## config.mk

```make
export PLATFORM = sky130hd
export DESIGN_NAME = seq_det_scheduler
export DESIGN_NICKNAME = d
export VERILOG_FILES = /design/src/rtl/seq_det_sched_pkg.sv /design/src/rtl/seq_det_scheduler_rr_arbiter.sv /design/src/rtl/seq_det_scheduler.sv
export SDC_FILE = /design/constraint.sdc
export NUM_CORES = 1
export LEC_CHECK = 0
export BUFFER_PORTS_ARGS = -buffer_cell sky130_fd_sc_hd__buf_2
export CAP_MARGIN = 20
export CORE_UTILIZATION = 35
export DETAILED_ROUTE_END_ITERATION = 10
export PLACE_DENSITY = 0.56
export SLEW_MARGIN = 20
export SYNTH_ARGS = -nofsm -noshare
export SYNTH_HDL_FRONTEND = slang
export SYNTH_HIERARCHICAL = 1
export SYNTH_SLANG_ARGS = --single-unit
```

## constraint.sdc

```tcl
create_clock -name slowed_clk -period 2.9 [get_ports slowed_clk]
set_input_delay 0.145 -clock slowed_clk [delete_from_list [all_inputs] [get_ports slowed_clk]]
set_output_delay 0.145 -clock slowed_clk [all_outputs]
set_load 0.1 [all_outputs]
```

## src/rtl/seq_det_sched_pkg.sv

```systemverilog
// Shared constants for the round-robin scheduler in front of the serial 10001 detector.
package seq_det_sched_pkg;

   localparam int DEF_N_REQ = 4;
   localparam int DEF_W     = 8;

   localparam logic [2:0] ST_IDLE  = 3'd0;
   localparam logic [2:0] ST_CLEAR = 3'd1;
   localparam logic [2:0] ST_SHIFT = 3'd2;
   localparam logic [2:0] ST_DRAIN = 3'd3;
   localparam logic [2:0] ST_DONE  = 3'd4;

endpackage

```

## src/rtl/seq_det_scheduler_rr_arbiter.sv

```systemverilog
// Combinational round-robin pick: first set req bit at or above ptr, wrapping.
module rr_arbiter
   import seq_det_sched_pkg::*;
#(
   parameter int N_REQ = DEF_N_REQ
) (
   input  logic [N_REQ-1:0]         req,
   input  logic [$clog2(N_REQ)-1:0] ptr,
   output logic [N_REQ-1:0]         grant,
   output logic [$clog2(N_REQ)-1:0] idx,
   output logic                     found
);

   localparam int IW = $clog2(N_REQ);

   int j;

   always_comb begin
      grant = '0;
      idx   = '0;
      found = 1'b0;
      j     = 0;
      for (int i = 0; i < N_REQ; i++) begin
         j = int'(ptr) + i;
         if (j >= N_REQ) j = j - N_REQ;
         if (!found && req[j]) begin
            found    = 1'b1;
            grant[j] = 1'b1;
            idx      = IW'(j);
         end
      end
   end

endmodule

```

## src/rtl/seq_det_scheduler.sv

```systemverilog
// Shares one serial 10001 detector among N_REQ requesters: clear, shift a word MSB-first,
// count hits, return the count with a one-cycle ack.
module seq_det_scheduler
   import seq_det_sched_pkg::*;
#(
   parameter int N_REQ = DEF_N_REQ,
   parameter int W     = DEF_W
) (
   input  logic                     slowed_clk,
   input  logic                     reset,
   input  logic [N_REQ-1:0]         req,
   input  logic [N_REQ*W-1:0]       data,
   output logic [N_REQ-1:0]         ack,
   output logic [$clog2(W+1)-1:0]   hit_cnt,
   output logic [$clog2(N_REQ)-1:0] grant_id,
   output logic                     busy,
   output logic                     det_din,
   output logic                     det_rst,
   input  logic                     det_hit,
   output logic [2:0]               state
);

   // Handshake: a requester raises req[i] with data stable and holds it until ack[i] pulses
   // for one cycle; the word is captured at grant, so later data/req changes are ignored.

   localparam int CW = $clog2(W+1);
   localparam int IW = $clog2(N_REQ);
   localparam int KW = $clog2(W);

   logic [N_REQ-1:0] arb_grant;
   logic [IW-1:0]    arb_idx;
   logic             arb_found;
   logic [IW-1:0]    rr_ptr;
   logic [W-1:0]     word_sel;
   logic [W-1:0]     shreg;
   logic [KW-1:0]    bit_idx;
   logic [CW-1:0]    cnt;
   logic [CW-1:0]    final_cnt;

   rr_arbiter #(.N_REQ(N_REQ)) u_arb (
      .req   (req),
      .ptr   (rr_ptr),
      .grant (arb_grant),
      .idx   (arb_idx),
      .found (arb_found)
   );

   always_comb begin
      word_sel = '0;
      for (int i = 0; i < N_REQ; i++) begin
         if (arb_grant[i]) word_sel = data[i*W +: W];
      end
   end

   // det_hit lags det_din by one cycle, so DRAIN still owes the last bit's hit.
   assign final_cnt = cnt + CW'(det_hit);

   assign busy    = (state != ST_IDLE);
   assign det_rst = reset | (state == ST_CLEAR);
   assign det_din = (state == ST_SHIFT) ? shreg[W-1] : 1'b0;

   always_ff @(posedge slowed_clk) begin
      if (reset) begin
         state    <= ST_IDLE;
         ack      <= '0;
         hit_cnt  <= '0;
         grant_id <= '0;
         rr_ptr   <= '0;
         shreg    <= '0;
         bit_idx  <= '0;
         cnt      <= '0;
      end else begin
         ack <= '0;
         case (state)
            ST_IDLE: begin
               if (arb_found) begin
                  shreg    <= word_sel;
                  grant_id <= arb_idx;
                  state    <= ST_CLEAR;
               end
            end
            ST_CLEAR: begin
               cnt     <= '0;
               bit_idx <= '0;
               state   <= ST_SHIFT;
            end
            ST_SHIFT: begin
               shreg <= {shreg[W-2:0], 1'b0};
               if ((bit_idx != '0) && det_hit) cnt <= cnt + CW'(1);
               if (bit_idx == KW'(W-1)) state <= ST_DRAIN;
               else bit_idx <= bit_idx + KW'(1);
            end
            ST_DRAIN: begin
               hit_cnt <= final_cnt;
               ack     <= N_REQ'(1) << grant_id;
               state   <= ST_DONE;
            end
            ST_DONE: begin
               rr_ptr <= (grant_id == IW'(N_REQ-1)) ? '0 : grant_id + IW'(1);
               state  <= ST_IDLE;
            end
            default: state <= ST_IDLE;
         endcase
      end
   end

endmodule

```

==> results of run 1 <==
## power by group through the flow
stage | Clock (uW) | Sequential, uW | Combinational (uW)
finish | 418 | 519 | 539
global route | 443 | 528 | 590
CTS | 429 | 522 | 534
detailed placement | 0 | 531 | 533
global placement | 0 | 531 | 532
floorplan | 0 | 585 | 375
## routing by layer
layer	vias to the layer above	part of all wire [%]	global-route usage, %
li1	992	-	-
met1	869	48	20.7
met2	56	45	24.5
met3	5	5.6	4.37
met4	0	1.3	5.64
met5	-	0	0
## worst register-to-register path, stage by stage (launching register included)
cell and delay, ns:
dfxtp_4 0.39, inv_1 0.09, ha_1 0.35, mux4_2 0.42, nor4b_4 0.39, a22oi_1 0.15
o21ai_2 0.12, buf_4 0.20, nand3b_1 0.11, a21oi_1 0.06, a211oi_1 0.20, o32ai_1 0.12
## placed cells by master (no fill, tap or decap), types with 2 or more instances in the layout
| master | count |
|---|---|
| a21oi_1 | 17 |
| a22o_1 | 2 |
| a22oi_1 | 25 |
| and3_1 | 2 |
| buf_2 | 54 |
| buf_4 | 10 |
| clkbuf_8 | 5 |
| clkinv_2 | 2 |
| dfxtp_1 | 28 |
| ha_1 | 15 |
| inv_1 | 15 |
| mux2_2 | 3 |
| mux2i_1 | 9 |
| mux4_1 | 3 |
| nand2_1 | 6 |
| nand2b_1 | 3 |
| nand3_1 | 3 |
| nand3b_1 | 4 |
| nor2_1 | 19 |
| nor2b_1 | 3 |
| nor3_1 | 4 |
| nor4_1 | 3 |
| nor4b_4 | 2 |
| o211ai_1 | 2 |
| o21ai_0 | 9 |
| o21ai_1 | 5 |
| o2bb2ai_1 | 6 |
| o31ai_1 | 2 |
| or3_1 | 3 |
| xnor2_1 | 3 |
## per-stage QoR
| step | instance area [sq um] | hold slack, ns | worst slack [ns] |
|---|---|---|---|
| floorplan | 2100 | 0.351 | 0.0208 |
| global placement | 2420 | 0.456 | 0.161 |
| detailed placement | 2420 | 0.458 | 0.123 |
| CTS | 2530 | 0.167 | 0.0900 |
| global route | 2560 | 0.198 | 0.000469 |
| finish | 2560 | 0.166 | 0.150 |
## repair_timing
action	in CTS	in global routing
resized for setup	0	10
endpoints found under the setup margin	0	8
buffers inserted	0	2
## registers in the layout (all words and copies together) (netlist names)
| register | cells |
|---|---|
| shreg | 8 |
| ack | 4 |
| cnt | 4 |
| hit_cnt | 4 |
| bit_idx | 3 |
| state | 3 |
| grant_id | 2 |
| rr_ptr | 2 |
## how the worst min path moves through the flow
| stage | cells after the start | from | endpoint | slack, ns |
|---|---|---|---|---|
| final | 3 | data[24] | shreg[0]$_SDFFE_PP0P_ | 0.17 |
| after detailed placement | 3 | data[24] | shreg[0]$_SDFFE_PP0P_ | 0.46 |
| after global placement | 3 | data[24] | shreg[0]$_SDFFE_PP0P_ | 0.46 |
| after CTS | 3 | data[24] | shreg[0]$_SDFFE_PP0P_ | 0.17 |
| after floorplan | 2 | data[24] | shreg[0]$_SDFFE_PP0P_ | 0.35 |
| after global routing | 3 | data[24] | shreg[0]$_SDFFE_PP0P_ | 0.20 |
## logic make-up (layout without fill, tap and decap cells)
kind of cell	after synthesis	after routing	synth area share, %
buf+inv	32	87	7.41
simple gates	60	60	17.1
flops	30	30	28.7
compound gates	80	80	25.8
xor+xnor	3	3	1.26
fa+ha+maj	15	15	8.97
mux	16	16	10.8
## area by class of cell
class,count,share of cell area [%]
Multi-Input combinational cell,174,52.8
Sequential cell,30,23.7
Timing Repair Buffer,64,13.5
Tap cell,72,3.52
Clock buffer,5,2.69
Inverter,15,2.20
Clock inverter,3,1.57
==> impl_metrics.env, run 1 <==
export IMPL_ys_seq_elements=30
export IMPL_drive_gt1_share_pct=29.9
export IMPL_dr_pass1_iters=4
export IMPL_port_buffers=54
export IMPL_avgViaCountPerCell=5.29
export IMPL_grt_pass1_vias=1705
export IMPL_synth_ff_type="dfxtp_1"
export IMPL_finalCritPeriodShare_pct=94.8
export IMPL_nets=344
export IMPL_r2r_slack_ns=0.15
export IMPL_clock_power_share_pct=28.3
export IMPL_multi_input_comb_area_sq_um=1350
export IMPL_first_iter_violations=133
export IMPL_ctsRootBufferMaster="clkbuf_8"
export IMPL_start_util_pct=37.1
export IMPL_clockBufferDepth=2
export IMPL_cts_sinks=30
export IMPL_wirelength_um=4740
export IMPL_numCtsBuffers=5
export IMPL_crit_family="compound AO/OA/AOI/OAI gates"
export IMPL_synth_top_area_cell="dfxtp_1"
export IMPL_path_buf_inv=2
export IMPL_total_power_uw=1480
export IMPL_coreArea_sq_um=5640
export IMPL_pwr_density_cell_nw_per_um2=577
export IMPL_overflow=0
export IMPL_area_growth_pct=22.2
export IMPL_ctsHoldBuffers=0
export IMPL_seq_power_share_pct=35.2
export IMPL_hold_class="in2reg"
export IMPL_drv_cap=0
export IMPL_clkSlewWorstSetupHoldPaths_ns=0.07
export IMPL_hold_viol_final=0
export IMPL_cp_max_fo=9
export IMPL_ys_seq_area_share_pct=28.7
export IMPL_setup_viol=0
export IMPL_register_area_sq_um=606
export IMPL_start_kind="flip-flop"
export IMPL_postRouteAntennaNets=0
export IMPL_drc=0
export IMPL_r2r_start="rr_ptr[0]$_SDFFE_PP0N_"
export IMPL_clk_insertion_delay_late_ns=0.28
export IMPL_endpoint="shreg[6]$_SDFFE_PP0P_"
export IMPL_rows=27
export IMPL_synth_common_cells="dfxtp_1, a22oi_1, nor2_1, a21oi_1"
export IMPL_power_frac_comb_pct=36.5
export IMPL_cts_tree="built"
export IMPL_netSwitchingPower_uw=586
export IMPL_worstReg2RegEnd="shreg[6]$_SDFFE_PP0P_"
export IMPL_yosysTopAreaCellShare_pct=28.7
export IMPL_avgSynthCellArea_sq_um=8.87
export IMPL_grt_max_degree=30
export IMPL_netlist_instances=236
export IMPL_io_pin_count=55
export IMPL_antenna_found_initial=0
export IMPL_ir_drop_mv=0.253
export IMPL_die_h_um=79.3
export IMPL_htreeDepth=2
export IMPL_drv_slew=0
export IMPL_hpwl_um=3490
export IMPL_postSynth_asyncResetShare_pct=0
export IMPL_crit_path_top_delay_cell="mux4_2"
export IMPL_reg2reg_depth=11
export IMPL_ys_warn_count=6
export IMPL_grt_pass1_wl_um=7830
export IMPL_vias=1922
export IMPL_place_inst=353
export IMPL_synth_most_common_cell="dfxtp_1"
export IMPL_final_util_pct=45.3
export IMPL_fmax_mhz=364
export IMPL_skew_ns=0.00846
export IMPL_setup_tns_final_ns=0
export IMPL_path_class="reg2reg"
export IMPL_p_int_uw=891
export IMPL_n_fill_cell=553
export IMPL_wl_per_cell_um=13.0
export IMPL_p_sw_share_pct=39.7
export IMPL_worstPathCellList="inv_1 > ha_1 > mux4_2 > nor4b_4 > a22oi_1 > o21ai_2 > buf_4 > nand3b_1 > a21oi_1 > a211oi_1 > o32ai_1"
export IMPL_startpoint="rr_ptr[0]$_SDFFE_PP0N_"
export IMPL_yosys_top_cells_area="dfxtp_1, a22oi_1, ha_1"
export IMPL_gp_congestion=0.864
export IMPL_min_period_ns=2.75
export IMPL_worstMarginPinSlew_ns=0.698
export IMPL_netlist_cell_type_count=49
export IMPL_syn_area_sq_um=2090
export IMPL_track_usage_pct=15.8
export IMPL_worstPathRequired_ns=3.04
export IMPL_synth_edf_count=0
export IMPL_max_stage_delay_ns=0.42
export IMPL_synth_fp_nets=290
export IMPL_n_antenna_cell=0
export IMPL_rsz0062_at_grt="false"
export IMPL_fin_cells=363
export IMPL_cp_depth=11
export IMPL_outcome="complete, no violations"
export IMPL_max_slew_margin_pct=53.4
export IMPL_end_kind="flip-flop"
export IMPL_leakagePower_uw=0.00112
export IMPL_dieWidth_um=79.3
export IMPL_worstPathArrival_ns=2.89
export IMPL_die_area_sq_um=6290
Note: power is estimated with default switching activity, not from simulation.
==> run 2, diff against run 1 <==
--- a/config.mk
+++ b/config.mk
@@ -7,9 +7,9 @@
 export LEC_CHECK = 0
 export BUFFER_PORTS_ARGS = -buffer_cell sky130_fd_sc_hd__buf_2
 export CAP_MARGIN = 20
-export CORE_UTILIZATION = 35
+export CORE_UTILIZATION = 30
 export DETAILED_ROUTE_END_ITERATION = 10
-export PLACE_DENSITY = 0.56
+export PLACE_DENSITY = 0.49
 export SLEW_MARGIN = 20
 export SYNTH_ARGS = -nofsm -noshare
 export SYNTH_HDL_FRONTEND = slang
==> constraint.sdc (replaced) <==
create_clock -name slowed_clk -period 2.3 [get_ports slowed_clk]
set_input_delay 0.115 -clock slowed_clk [delete_from_list [all_inputs] [get_ports slowed_clk]]
set_output_delay 0.115 -clock slowed_clk [all_outputs]
set_load 0.1 [all_outputs]
==> impl_metrics.env, run 2 (synthesized netlist as in run 1, its figures left out) <==
export IMPL_max_slew_margin_pct=62.7
export IMPL_ctsHoldBuffers=0
export IMPL_die_area_sq_um=7320
export IMPL_setup_tns_final_ns=-0.720
export IMPL_worstMarginPinSlew_ns=0.559
export IMPL_clk_insertion_delay_late_ns=0.27
export IMPL_htreeDepth=2
export IMPL_start_kind="flip-flop"
export IMPL_cts_tree="built"
export IMPL_leakagePower_uw=0.00127
export IMPL_grt_pass1_vias=1913
export IMPL_clockBufferDepth=2
export IMPL_top_layer="met4"
export IMPL_wl_met1_um=2660
export IMPL_hold_viol_final=0
export IMPL_min_period_ns=2.45
export IMPL_pre_cts_ws_ns=-0.290
export IMPL_die_h_um=85.5
export IMPL_startpoint="rr_ptr[0]$_SDFFE_PP0N_"
export IMPL_drive_gt1_share_pct=39.2
export IMPL_cts_sinks=30
export IMPL_dr_wl_met2_um=2570
export IMPL_grt_max_degree=20
export IMPL_setup_ws_ns=-0.154
export IMPL_register_area_sq_um=608
export IMPL_outcome="complete, but fails checks"
export IMPL_gp_congestion=0.789
export IMPL_n_fill_cell=672
export IMPL_dpl_cell_area_sq_um=2610
export IMPL_track_usage_pct=15.1
export IMPL_finalCritPeriodShare_pct=107
export IMPL_setup_viol=8
export IMPL_clkSlewWorstSetupHoldPaths_ns=0.06
export IMPL_hpwl_um=3890
export IMPL_ir_drop_mv=0.258
export IMPL_cp_max_fo=6
export IMPL_r2r_start="rr_ptr[0]$_SDFFE_PP0N_"
export IMPL_antenna_found_initial=0
export IMPL_whs_ns=0.156
export IMPL_drc=0
export IMPL_port_buffers=54
export IMPL_vias=2037
export IMPL_first_iter_violations=81
export IMPL_hold_class="in2reg"
export IMPL_violations="negative setup slack"
export IMPL_rows=30
export IMPL_end_kind="flip-flop"
export IMPL_fin_cells=399
export IMPL_wirelength_um=5430
export IMPL_dr_pass1_iters=4
export IMPL_overflow=0
export IMPL_wl_per_cell_um=13.6
export IMPL_drv_slew=0
export IMPL_start_util_pct=31.0
export IMPL_final_area_sq_um=2850
export IMPL_postRouteAntennaNets=0
export IMPL_avgViaCountPerCell=5.11
export IMPL_rsz0062_at_grt="true"
export IMPL_top_register="shreg"
export IMPL_path_class="reg2reg"
export IMPL_pwr_density_cell_nw_per_um2=648
export IMPL_largest_reg_flops=8
export IMPL_nets=373
export IMPL_place_inst=381
export IMPL_n_antenna_cell=0
export IMPL_multi_input_comb_area_sq_um=1410
export IMPL_grt_pass1_wl_um=8790
export IMPL_skew_ns=0.00413
export IMPL_numCtsBuffers=5
export IMPL_worstPathRequired_ns=2.44
export IMPL_fmax_mhz=407
export IMPL_io_pin_count=55
export IMPL_worstPathArrival_ns=2.59
export IMPL_most_common_layout_cells="buf_2, buf_4, dfxtp_1, a22oi_1, nor2_1"
export IMPL_min_from="data[24]"
export IMPL_area_growth_pct=35.9
export IMPL_wl_met3_um=163
export IMPL_layout_commonest_cell="buf_2"
export IMPL_dieWidth_um=85.5
export IMPL_ctsRootBufferMaster="clkbuf_8"
export IMPL_coreArea_sq_um=6760
export IMPL_drv_cap=0
run 2: final cells by class:
| class | instances | share of cell area [%] |
|---|---|---|
| clock buffers | 7 | 2.68 |
| inverters | 15 | 2.15 |
| multi-input cells | 174 | 49.7 |
| flip-flops and latches | 30 | 21.4 |
| well taps | 80 | 3.52 |
| repair buffers | 93 | 20.6 |
run 2: worst max-delay path: stages (launching register included):
cell and delay (ns):
dfxtp_4 0.40, inv_6 0.04, ha_4 0.25, mux4_2 0.35, nor4b_4 0.41, a22oi_2 0.11, o21ai_2 0.12, buf_6 0.15
nand3b_1 0.10, a21oi_1 0.06, a211oi_1 0.20, o32ai_1 0.12
run 2: final timing paths:
path,end,slack (ns),cells after the start
setup reg to reg,shreg[6]$_SDFFE_PP0P_,-0.15,11
setup / recovery,shreg[6]$_SDFFE_PP0P_,-0.15,11
hold / removal,shreg[0]$_SDFFE_PP0P_,0.16,3
hold reg to reg,hit_cnt[2]$_SDFFE_PP0N_,0.48,2
run 2: power by group:
part | total [uW] | internal, uW | switching (uW)
logic | 809 | 311 | 499
clock network | 395 | 208 | 187
registers | 639 | 569 | 69.7
total | 1840 | 1090 | 756
run 2: metrics by stage:
stage | total power (uW) | util [%]
floorplan | 1220 | -
global placement | 1420 | 38.7
detailed placement | 1420 | 38.7
CTS | 1840 | 41.0
global route | 1960 | 42.1
finish | 1840 | 42.1
run 2: routing by layer:
metal | vias up | GRT usage, %
met5 | - | 0
met4 | 0 | 4.85
met3 | 4 | 3.37
met2 | 49 | 24.4
met1 | 941 | 20.1
li1 | 1043 | -
run 2: what timing repair did:
item                       4_1_cts  5_1_grt
resized for setup               10       10
pin swaps                        6        5
setup endpoints to repair        8       10
gates cloned                     0        2
buffers inserted                 6        3
==> run 3, diff against run 2 <==
--- a/config.mk
+++ b/config.mk
@@ -9,7 +9,7 @@
 export CAP_MARGIN = 20
 export CORE_UTILIZATION = 30
 export DETAILED_ROUTE_END_ITERATION = 10
-export PLACE_DENSITY = 0.49
+export GPL_ROUTABILITY_DRIVEN = 0
 export SLEW_MARGIN = 20
 export SYNTH_ARGS = -nofsm -noshare
 export SYNTH_HDL_FRONTEND = slang
==> impl_metrics.env, run 3 (synthesized netlist as in run 1, its figures left out) <==
export IMPL_outcome="complete, but fails checks"
export IMPL_violations="negative setup slack"
export IMPL_cts_tree="built"
export IMPL_min_period_ns=2.52
export IMPL_finalCritPeriodShare_pct=110
export IMPL_worstReg2RegEnd="shreg[6]$_SDFFE_PP0P_"
export IMPL_setup_ws_ns=-0.225
export IMPL_htreeDepth=2
export IMPL_min_from="data[20]"
export IMPL_reg2reg_depth=12
export IMPL_first_iter_violations=103
export IMPL_grt_pass1_wl_um=8830
export IMPL_leakagePower_uw=0.00127
export IMPL_drv_slew=0
export IMPL_vias=2030
export IMPL_clockBufferDepth=2
export IMPL_largest_reg_flops=8
export IMPL_dieWidth_um=85.5
export IMPL_dr_pass1_iters=6
export IMPL_drc=0
export IMPL_drive_gt1_share_pct=45.4
export IMPL_n_antenna_cell=0
export IMPL_path_class="reg2reg"
export IMPL_grt_pass1_vias=1933
export IMPL_hold_end="shreg[4]$_SDFFE_PP0P_"
export IMPL_ir_drop_mv=0.205
export IMPL_total_power_uw=1910
export IMPL_die_h_um=85.5
export IMPL_hold_class="in2reg"
export IMPL_cp_max_fo=6
export IMPL_skew_ns=0.00838
export IMPL_io_pin_count=55
export IMPL_start_util_pct=31.0
export IMPL_pwr_density_cell_nw_per_um2=655
export IMPL_clkSlewWorstSetupHoldPaths_ns=0.07
export IMPL_numCtsBuffers=5
export IMPL_ctsHoldBuffers=0
export IMPL_fmax_mhz=396
export IMPL_avgViaCountPerCell=5.11
export IMPL_final_util_pct=43.2
export IMPL_end_kind="flip-flop"
export IMPL_clk_insertion_delay_late_ns=0.29
export IMPL_coreArea_sq_um=6760
export IMPL_r2r_slack_ns=-0.22
export IMPL_hpwl_um=3700
export IMPL_layout_commonest_cell="buf_2"
export IMPL_track_usage_pct=15.0
export IMPL_setup_tns_final_ns=-1.25
export IMPL_setup_viol=8
export IMPL_antenna_found_initial=0
export IMPL_nets=370
export IMPL_rows=30
export IMPL_drv_cap=0
export IMPL_n_fill_cell=674
export IMPL_start_kind="flip-flop"
export IMPL_wl_per_cell_um=13.4
export IMPL_r2r_start="rr_ptr[0]$_SDFFE_PP0N_"
export IMPL_hold_path_depth=4
export IMPL_wirelength_um=5320
export IMPL_register_area_sq_um=608
export IMPL_overflow=0
export IMPL_postRouteAntennaNets=0
export IMPL_rsz0062_at_grt="true"
export IMPL_worstPathArrival_ns=2.71
export IMPL_max_slew_margin_pct=53.4
export IMPL_multi_input_comb_area_sq_um=1470
export IMPL_grt_max_degree=20
export IMPL_worstMarginPinSlew_ns=0.699
export IMPL_hold_viol_final=0
export IMPL_port_buffers=54
export IMPL_area_growth_pct=39.5
export IMPL_die_area_sq_um=7320
export IMPL_worstPathRequired_ns=2.48
export IMPL_most_common_layout_cells="buf_2, dfxtp_1, buf_4, nor2_1"
export IMPL_top_register="shreg"
export IMPL_ctsRootBufferMaster="clkbuf_8"
export IMPL_cts_sinks=30
## run 3: changes by cell type in the layout (fill, tap and decap cells not counted), sizes merged
cell | previous run | this run
clkinv | 0 | 2
clkinvlp | 0 | 1
inv | 15 | 14
clkbuf | 7 | 6
buf | 93 | 90
## run 3: critical path, cell delays in order, from the launching register on
cell and delay [ns]:
dfxtp_4 0.40, clkinv_4 0.06, ha_4 0.28, mux4_2 0.36, nor4b_4 0.32, buf_4 0.16
a22oi_2 0.06, o21ai_2 0.11, buf_6 0.14, nand2_1 0.06, a21oi_2 0.14, a211oi_2 0.05
o32ai_1 0.29
## run 3: worst max path at each step
| stage | from | end | slack, ns | cells after the start |
|---|---|---|---|---|
| after floorplan | rr_ptr[0]$_SDFFE_PP0N_ | shreg[0]$_SDFFE_PP0P_ | -0.34 | 14 |
| after global placement | rr_ptr[0]$_SDFFE_PP0N_ | shreg[2]$_SDFFE_PP0P_ | -0.17 | 9 |
| after detailed placement | rr_ptr[0]$_SDFFE_PP0N_ | shreg[2]$_SDFFE_PP0P_ | -0.27 | 9 |
| after CTS | rr_ptr[0]$_SDFFE_PP0N_ | shreg[6]$_SDFFE_PP0P_ | -0.16 | 11 |
| after global routing | rr_ptr[0]$_SDFFE_PP0N_ | shreg[6]$_SDFFE_PP0P_ | -0.33 | 12 |
| final | rr_ptr[0]$_SDFFE_PP0N_ | shreg[6]$_SDFFE_PP0P_ | -0.22 | 12 |
## run 3: power breakdown
| group | switching [uW] | total, uW | leakage (uW) | internal (uW) |
|---|---|---|---|---|
| Combinational | 489 | 803 | 0.000974 | 314 |
| Sequential | 86.9 | 656 | 0.000245 | 569 |
| Clock | 213 | 453 | 0.0000472 | 240 |
| Total | 789 | 1910 | 0.00127 | 1120 |
## run 3: metrics by stage
step / hold WS (ns) / instance area, sq um / setup slack, ns / instances
after floorplan: 0.309 / 2130 / -0.345 / 236
after global placement: 0.420 / 2570 / -0.169 / 375
after detailed placement: 0.411 / 2570 / -0.267 / 375
after CTS: 0.115 / 2770 / -0.161 / 390
after global routing: 0.174 / 2920 / -0.330 / 397
final: 0.163 / 2920 / -0.225 / 397
## run 3: final cells by class
cell class | instances | share of cell area [%]
multi-input cells | 174 | 50.4
flip-flops and latches | 30 | 20.8
repair buffers | 90 | 20.0
well taps | 80 | 3.43
clock buffers | 6 | 2.83
inverters | 15 | 2.10
clock inverters | 2 | 0.429
## run 3: per-layer routing
| layer | global-route usage [%] | vias up | wire [um] |
|---|---|---|---|
| met5 | 0 | - | 0 |
| met4 | 5.91 | 0 | 38 |
| met3 | 2.69 | 5 | 171 |
| met2 | 25.5 | 45 | 2590 |
| met1 | 18.9 | 945 | 2510 |
| li1 | - | 1035 | - |
## run 3: what timing repair did
item                                    CTS  global route
pin swaps                                 9            13
cloned                                    1             0
setup buffers                             7             8
resized for setup                        19            24
endpoints found under the setup margin    8            10
endpoints found under the hold margin     0             0
